**src/rtl/serial_adder.sv**
```systemverilog
// Bit-serial LSB-first adder: one full-adder cell and a carry flop process WIDTH bits,
// streaming each sum bit and presenting the parallel sum/cout with a one-cycle done pulse.
module serial_adder #(
    parameter int unsigned WIDTH = 8
) (
    input  logic             clk,
    input  logic             rst,
    input  logic             start,
    input  logic [WIDTH-1:0] a,
    input  logic [WIDTH-1:0] b,
    input  logic             cin,
    output logic             busy,
    output logic             done,
    output logic [WIDTH-1:0] sum,
    output logic             cout,
    output logic             bit_out,
    output logic             bit_valid
);

    localparam int unsigned IdxW = $clog2(WIDTH);
    localparam logic [IdxW-1:0] LastIdx = IdxW'(WIDTH - 1);

    typedef enum logic [1:0] {
        StIdle,
        StAdd,
        StDone
    } state_e;

    state_e           state_q, state_d;
    logic [WIDTH-1:0] a_q, a_d;
    logic [WIDTH-1:0] b_q, b_d;
    logic             carry_q, carry_d;
    logic [IdxW-1:0]  idx_q, idx_d;
    logic [WIDTH-1:0] sum_q, sum_d;
    logic             cout_q, cout_d;
    logic             bit_out_q, bit_out_d;
    logic             bit_valid_q, bit_valid_d;

    logic fa_sum;
    logic fa_carry;
    logic accept;

    assign fa_sum   = a_q[0] ^ b_q[0] ^ carry_q;
    assign fa_carry = (a_q[0] & b_q[0]) | (a_q[0] & carry_q) | (b_q[0] & carry_q);
    // A start is only honoured when not busy, which includes the done cycle.
    assign accept   = start && (state_q != StAdd);

    always_comb begin
        state_d     = state_q;
        a_d         = a_q;
        b_d         = b_q;
        carry_d     = carry_q;
        idx_d       = idx_q;
        sum_d       = sum_q;
        cout_d      = cout_q;
        bit_out_d   = bit_out_q;
        bit_valid_d = 1'b0;

        unique case (state_q)
            StIdle: begin
                if (start) state_d = StAdd;
            end
            StAdd: begin
                a_d         = a_q >> 1;
                b_d         = b_q >> 1;
                carry_d     = fa_carry;
                sum_d       = {fa_sum, sum_q[WIDTH-1:1]};
                bit_out_d   = fa_sum;
                bit_valid_d = 1'b1;
                if (idx_q == LastIdx) begin
                    state_d = StDone;
                    cout_d  = fa_carry;
                end else begin
                    idx_d = idx_q + 1'b1;
                end
            end
            StDone: begin
                state_d = start ? StAdd : StIdle;
            end
            default: state_d = StIdle;
        endcase

        if (accept) begin
            a_d     = a;
            b_d     = b;
            carry_d = cin;
            idx_d   = '0;
            sum_d   = '0;
            cout_d  = 1'b0;
        end
    end

    always_ff @(posedge clk) begin
        if (rst) begin
            state_q     <= StIdle;
            a_q         <= '0;
            b_q         <= '0;
            carry_q     <= 1'b0;
            idx_q       <= '0;
            sum_q       <= '0;
            cout_q      <= 1'b0;
            bit_out_q   <= 1'b0;
            bit_valid_q <= 1'b0;
        end else begin
            state_q     <= state_d;
            a_q         <= a_d;
            b_q         <= b_d;
            carry_q     <= carry_d;
            idx_q       <= idx_d;
            sum_q       <= sum_d;
            cout_q      <= cout_d;
            bit_out_q   <= bit_out_d;
            bit_valid_q <= bit_valid_d;
        end
    end

    assign busy      = (state_q == StAdd);
    assign done      = (state_q == StDone);
    assign sum       = sum_q;
    assign cout      = cout_q;
    assign bit_out   = bit_out_q;
    assign bit_valid = bit_valid_q;

endmodule

```
**config.mk**
```make
export PLATFORM = sky130hd
export DESIGN_NAME = serial_adder
export DESIGN_NICKNAME = d
export VERILOG_FILES = /design/src/rtl/serial_adder.sv
export SDC_FILE = /design/constraint.sdc
export NUM_CORES = 1
export LEC_CHECK = 0
export CORE_ASPECT_RATIO = 0.7
export CORE_MARGIN = 4
export CORE_UTILIZATION = 40
export CTS_CLUSTER_DIAMETER = 30
export DETAILED_ROUTE_END_ITERATION = 10
export GPL_TIMING_DRIVEN = 0
export PLACE_DENSITY = 0.66
export SLEW_MARGIN = 20
export SYNTH_ARGS = -nofsm -noshare
export SYNTH_HDL_FRONTEND = slang
export SYNTH_SLANG_ARGS = --single-unit
```
**constraint.sdc**
```tcl
create_clock -name clk -period 1.62 [get_ports clk]
set_input_delay 0.486 -clock clk [delete_from_list [all_inputs] [get_ports clk]]
set_output_delay 0.486 -clock clk [all_outputs]
set_load 0.005 [all_outputs]
```
== After elaboration in Yosys (flattened, before gate mapping) ==
Cells that the tools add are included.

* Add/sub/neg operators: 1
* Equal/unequal tests: 6
* Muxes and demuxes: 11
* Bitwise logic cells: 8
* Reduce and logical (&&, ||, !) cells: 7

{| class="wikitable"
|+ Operator list
! cell !! count
|-
| 2-to-1 mux 8 bit || 4
|-
| case mux 2 bit (3 select lines) || 1
|-
| AND reduction 2 bit || 3
|-
| 2-to-1 mux 1 bit || 4
|-
| 2-to-1 mux 2 bit || 2
|-
| inequality test 2 x 1 -> 1 bit, second input constant || 2
|-
| adder 3 x 1 -> 3 bit, second input constant || 1
|-
| bitwise AND 1 bit || 3
|-
| equality test 3 bit, second input constant || 1
|-
| equality test 2 x 1 -> 1 bit, second input constant || 1
|-
| equality test 2 bit, second input constant || 1
|-
| zero test 2 bit || 1
|-
| inequality test 2 bit, second input constant || 1
|-
| bitwise OR 1 bit || 2
|-
| nonzero test 2 bit || 1
|-
| OR reduction 2 bit || 1
|-
| XOR 1 bit || 2
|-
| logical AND 1 bit || 1
|-
| inverter 1 bit || 1
|}

* Register bits: 33
* Bits of input ports: 20
* Output and inout port bits: 13

== Depth between registers and ports, before layout ==
Gate-level depths: netlist of the first run.

* Word-level depth: 5
* Mapped depth: 6

== Worst setup path after synthesis of the first run ==
Ideal clock, no wire load.

* Path type: register to register
* From: register idx_q[0]
* To: register idx_q[0]
* Setup time: 0.115 ns
* Data arrival time: 1.164 ns
* Path slack: 0.340 ns
* Cell stages (with the launch flop): 6
* Buffers on the path: 0
* Period minus slack after synthesis: 1.280 ns
* Cells stage by stage: dfxtp_1 > ha_1 > ha_1 > nor3b_2 > xnor2_1 > nor2_2

* Longest elaborated chain between the ends: 3
* Elaborated cells on any way between the ends: 4
* Those cells by class: add/sub: 1; eq/ne: 1; bitwise: 1; reduce/logical: 1

{| class="wikitable"
|+ Ends and longest elaborated chain
! element !! line !! source
|-
| start, declared || 33 || <nowiki>logic [IdxW-1:0] idx_q, idx_d;</nowiki>
|-
| start signal, assigned || 109 || <nowiki>idx_q <= idx_d;</nowiki>
|-
| branches (longest 3 deep; another with adder 3 x 1 -> 3 bit) || - ||
|}

Several ways; the timed one is not identified.
A chain may end at the register's enable or synchronous reset.

== Final worst setup path of the first run ==
* From: register state_q[1]
* To: output port busy

* Longest elaborated chain between the ends: 1

{| class="wikitable"
|+ Ends and longest elaborated chain
! element !! line !! source
|-
| start, declared || 29 || <nowiki>state_e state_q, state_d;</nowiki>
|-
| start signal, assigned || 95 || <nowiki>state_q <= StIdle;</nowiki>
|-
| start signal, assigned || 105 || <nowiki>state_q <= state_d;</nowiki>
|-
| equality test 2 x 1 -> 1 bit || 117 || <nowiki>assign busy = (state_q == StAdd);</nowiki>
|-
| end, declared || 12 || <nowiki>output logic busy,</nowiki>
|}

Every way passes these cells.

==> impl_results.md, run 1 <==
- Starting Density: a little over two fifths
- # diodes: 0
- Synthesis-to-finish area growth: 35.4%
- Crit Path Class: flop to output port
- Tmin final: 1.60 ns
- Net count after synthesis: 167
- CTS tree: built
- Relative slew slack: 69.1%
- Synth area leader: dfxtp_1
- R2R setup slack: approximately 0.2 ns
- Hold_sp: bit_out
- Final global-route overflow total: 0
- Root buffer cell: clkbuf_8
- Detail Route Antenna Nets: 0
- Initial antenna violation count: 0
- Routed vias: about 1.1k
- Worst-Margin Slew: between 0.4 and 0.5 ns
- Hold crit path type: flop to flop
- Post-synth top area share: 47.1%
- RSZ-0062 raised after global routing: true
- Status: completed
- Slew Limit Fails: 0
- Rows: 17
- Bufs on Longest Clock Path: 2
- GRT Util Overall: between 10% and 20%
- Die height: 57.5 um
- Max-cap violation count: 0
- Peak supply drop: 0.629 mV
- Core area: 3250 um2
- # setup viols final: 0
- Sequential area share after synthesis: 47.1%
- CTS Hold Buffers Added: 0
- Clock net sink count: 33
- Fin crit share: a little over nine tenths
- CP arrival: 1.11 ns
- CTS H-tree lvls: 2
- P per Cell Area: approximately 920 nW/um2
- DP HPWL: around 2200 um
- Latest clock arrival within the worst-skew pair: between 0.2 and 0.3 ns
- IO Pins: 33
- Synth top area cells: dfxtp_1, mux2i_1, a211oi_1
- Drt total wl: 3240 um
- Critical Path RT: around 1.1 ns
- Ys Warns: 0
- Num CTS Buffers: 5
- Setup WS pre-CTS: -0.245 ns
- Global-route wire length before repair: 5340 um
- Final setup skew: 0.00648 ns
- Fin. Hold Viols: 0
- Area of the multi-input gates: 652 um2
- Fin Hold WS: 0.466 ns
- Reg clk slew, reported paths: 0.06 ns
- Mean Syn Cell Area: 9.73 um2
- Share of synthesized registers carrying an async set or reset: 0%
- Yosys reg bits: 33
- Most common cell after layout, fill and taps aside: dfxtp_1
- Dominant synthesized flop cell: dfxtp_1
- RD Place Congestion: 0.683
- Crit-path max FO: 3
- Most frequent cells in the layout: dfxtp_1, clkdlybuf4s50_1, nand2_1
- Cell variety after synth: 23
- Register area: 669 um2
- Fmax: 625 MHz
- Die area: 4530 um2
- Largest net degree at the start of global routing: 11
- Final WS setup: 0.0192 ns
- 1st-pass router iterations: 4
- Port Buffers: 31
- Critical R2R Launch: idx_q[0]
- Critical Path Sink Type: output port
- FILL cells: 301
- Critical Path Source Type: flop
- Synth Instances: 144
- Drt wl/cell: 13.9 um
- Initial DRC count: 64
- Mapped Area: 1400 um2
- Share of cells above drive strength 1: 21.1%
- Vias in the first global route: 1,109
- DIE WIDTH: 78.7 um
- CP startpoint: state_q[1]
- Leak pwr: 0.856 nW
- Final net count: 207
- EDFF count, synth: 0
- DRC viols: 0
- Vias per Instance: 4.88
## Yosys cell counts, types with 2 or more instances
master,number
a211oi_1,15
buf_4,3
inv_1,3
o21ai_0,3
dfxtp_1,33
clkbuf_1,2
nand2_1,19
nor3_1,3
a21oi_1,4
nor2_1,17
mux2i_1,17
ha_1,2
buf_2,2
a21oi_2,9
buf_6,4
## path summary, 6_finish.rpt
| kind | endpoint | cells after the start |
|---|---|---|
| worst max-delay path | busy | 5 |
| worst min-delay path | bit_out | 2 |
| worst max register to register | idx_q[0] | 5 |
| worst min register to register | bit_out | 2 |
## power breakdown
part           switching (mW)  internal [mW]  total, mW
sequential             0.0292          0.861      0.891
clock                   0.287          0.297      0.584
combinational           0.129          0.140      0.269
total                   0.445           1.30       1.74
## cells by family after synthesis
group	count (synthesis)	share of synthesized area, %
muxes	17	12.1
buffers and inverters	14	6.87
DFF	33	47.1
and+or+nand+nor	44	13.3
AOI/OAI and AO/OA	32	16.7
adders and majority gates	3	3.21
xor gates and xnor gates	1	0.625
## through the flow
step / cell area (um2) / setup TNS, ns / total power, mW / util (%) / std cells
after floorplan: 1400 / 0 / 1.06 / - / 144
after global placement: 1770 / -0.698 / 1.16 / 54.4 / 222
after detailed placement: 1770 / -0.800 / 1.16 / 54.4 / 222
after CTS: 1880 / 0 / 1.75 / 57.7 / 232
after global routing: 1900 / -0.0250 / 1.83 / 58.3 / 232
final: 1900 / 0 / 1.74 / 58.3 / 232
## timing repair
item,4_1_cts,5_1_grt
endpoints found under the setup margin,10,6
buffers inserted,2,0
gates resized for setup,19,7
## worst max-delay path, cell delays in order (launching register included)
cell and delay, ns:
dfxtp_2 0.35, nand2b_4 0.13, buf_6 0.10, inv_4 0.03, buf_6 0.11, buf_6 0.11
## sequential cells by signal, summed over array words and instances (netlist names)
signal     flops
a_q            8
b_q            8
bit_out        1
bit_valid      1
carry_q        1
cout           1
idx_q          3
state_q        2
sum            8
## cell type report
cell class,instances,area share [%]
timing repair buffer,33,17.5
clock buffer,6,3.82
inverter,3,0.725
clock inverter,2,0.527
sequential,33,35.3
buffer,11,4.68
tap,47,3.10
multi-input combinational,97,34.3
## layer usage
metal / vias to the layer above / global-route usage, % / share of wire [%]
met2: 27 / 21.5 / 43
met3: 7 / 5.99 / 6.6
met4: 0 / 7.48 / 1.7
met1: 529 / 20.7 / 49
li1: 569 / - / -
met5: - / 0 / 0
Note: power is estimated with default switching activity, not from simulation.
==> run 2: changes to the inputs <==
Settings changed: CORE_UTILIZATION 40 to 48, PLACE_DENSITY 0.66 to 0.77, REMOVE_ABC_BUFFERS from default to 1.
==> run 2 against run 1 <==
  * Total power fell by 0.93%
  * Critical path depth fell by 2
  * Non-clock buffer count fell by 7
  * Cell area fell by 2.0%
  * Global-route usage rose by 0.31 points
  * First-iteration DRC count fell by 14%
  * Largest cell class unchanged
  * Highest routed layer unchanged
==> impl_results.md, run 2 (synthesis results as in run 1) <==
- Initial antenna violation count: 0 (unchanged)
- Vias in the first global route: 1,112 (+0.27%)
- Slew Limit Fails: 0 (unchanged)
- Final net count: 200 (-3.4%)
- Most common cell after layout, fill and taps aside: dfxtp_1
- Leak pwr: 0.874 nW (+2.0%)
- Detail Route Antenna Nets: 0 (unchanged)
- Final core utilization: 66.4% (+8.1 points)
- Crit Path Class: flop to output port
- Fin crit share: 98.2% (-0.61 points)
- Latest clock arrival within the worst-skew pair: 0.28 ns (about the same)
- CTS Hold Buffers Added: 0 (unchanged)
- Routed vias: 1,101 (-2.7%)
- Final global-route overflow total: 0 (unchanged)
- Final setup skew: 0.00278 ns (-0.00370 ns)
- Root buffer cell: clkbuf_8
- RSZ-0062 raised after global routing: false
- Core area: 2800 um2 (-14%)
- Post-Layout Cell Count: 214 (-7.8%)
- DP HPWL: 1920 um (-14%)
- Crit-path slowest cell: dfxtp_2
- Largest net degree at the start of global routing: 31 (+20)
- Starting Density: 50.0% (+6.9 points)
- FILL cells: 233 (-23%)
- Synthesis-to-finish area growth: 32.8%
- CTS tree: built
- Initial DRC count: 55 (-14%)
- Global-route wire length before repair: 4660 um (-13%)
- Hold crit path type: flop to flop
- Drt total wl: 2840 um (-12%)
- Reg clk slew, reported paths: 0.06 ns (about the same)
- Critical Path RT: 1.13 ns (about the same)
- Bufs on Longest Clock Path: 2 (unchanged)
- Peak supply drop: 0.638 mV (+1.5%)
- Most frequent cells in the layout: dfxtp_1, nand2_1, clkdlybuf4s50_1
- # setup viols final: 0 (unchanged)
- Crit-path max FO: 3 (unchanged)
- Final WS setup: 0.0291 ns (+0.00983 ns)
- CP arrival: 1.10 ns (about the same)
- Share of cells above drive strength 1: 19.7% (-1.4 points)
- Vias per Instance: 5.14 (+5.4%)
- WP buf/inv: 2 (-2)
- Die height: 53.2 um (-7.5%)
- 1st-pass router iterations: 4 (unchanged)
- Fin Hold WS: 0.462 ns (-0.00371 ns)
- Critical Path Source Type: flop
- Worst-Margin Slew: 0.615 ns (+0.151 ns)
- Drt wl/cell: 13.3 um (-5.0%)
- Status: completed
- Rows: 16 (-1)
- Worst-path cell chain: nand2b_4 -> clkinvlp_4 -> dlygate4sd2_1
- Clock net sink count: 33 (unchanged)
- Largest delay share family, worst path: buffers and inverters
- Fin. Hold Viols: 0 (unchanged)
- DIE WIDTH: 72.6 um (-7.8%)
- Placed cells: 202 (-9.0%)
- Setup WS pre-CTS: -0.864 ns (-0.619 ns)
- Die area: 3860 um2 (-15%)
- Critical Path Sink Type: output port
- Fmax: 629 MHz (+0.62%)
- P per Cell Area: 928 nW/um2 (+1.1%)
- Tmin final: 1.59 ns (-0.00983 ns)
- Relative slew slack: 59.0% (-10 points)
- Num CTS Buffers: 5 (unchanged)
- # diodes: 0 (unchanged)
- GRT Util Overall: 15.7% (+0.31 points)
- IO Pins: 33 (unchanged)
- Max-cap violation count: 0 (unchanged)
- RD Place Congestion: 0.726 (+6.2%)
- DRC viols: 0 (unchanged)
- CTS H-tree lvls: 2 (unchanged)
- Port Buffers: 32 (+3.2%)
- Sum Neg Setup Slack: 0 ns (unchanged)
- Max incr delay on CP: 0.33 ns (-0.02 ns)
-- run 2: timing repair --
action / CTS / global route
endpoints found under the setup margin: 40 / 11
setup buffers: 2 / 2
pin swaps: 0 / 0
resized for setup: 21 / 9
-- run 2: cell type report --
class	count	area (um2)	area share (%)
multi-input combinational	97	653	35.1
timing repair buffer	37	395	21.3
clock buffer	8	80.1	4.30
inverter	3	15.0	0.807
sequential	33	672	36.1
tap	36	45.0	2.42
-- run 2: where the power goes --
part	switching [mW]	internal (mW)	leakage (nW)	total, mW
logic	0.122	0.131	0.559	0.253
registers	0.0291	0.862	0.275	0.891
clock network	0.279	0.305	0.0395	0.584
total	0.429	1.30	0.874	1.73
-- run 2: stage by stage --
stage	total power [mW]	cell area [um2]
2_1_floorplan	1.02	1320
3_3_place_gp	1.13	1680
3_5_place_dp	1.15	1710
4_1_cts	1.74	1820
5_1_grt	1.80	1860
6_report	1.73	1860
-- run 2: path summary, 6_finish.rpt --
| kind | end | slack, ns | start | depth (start not counted) |
|---|---|---|---|---|
| worst min register to register | sum[0] | 0.46 | sum[0] | 2 |
| worst max-delay path | busy | 0.03 | state_q[1] | 3 |
| worst min-delay path | sum[0] | 0.46 | sum[0] | 2 |
| worst max register to register | idx_q[0] | 0.16 | idx_q[0] | 5 |
-- run 2: worst reg2reg max path, stage by stage (launching register included) --
cell and delay (ns):
dfxtp_1 0.33, ha_1 0.20, ha_1 0.24, nor3b_2 0.34, xnor2_1 0.19, nor2_2 0.04
-- run 2: per-layer routing --
metal	GRT usage (%)	vias up	routed length [um]
li1	-	559	-
met1	18.3	511	1320
met2	28.3	28	1330
met3	4.93	3	160
met4	3.68	0	21
met5	0	-	0
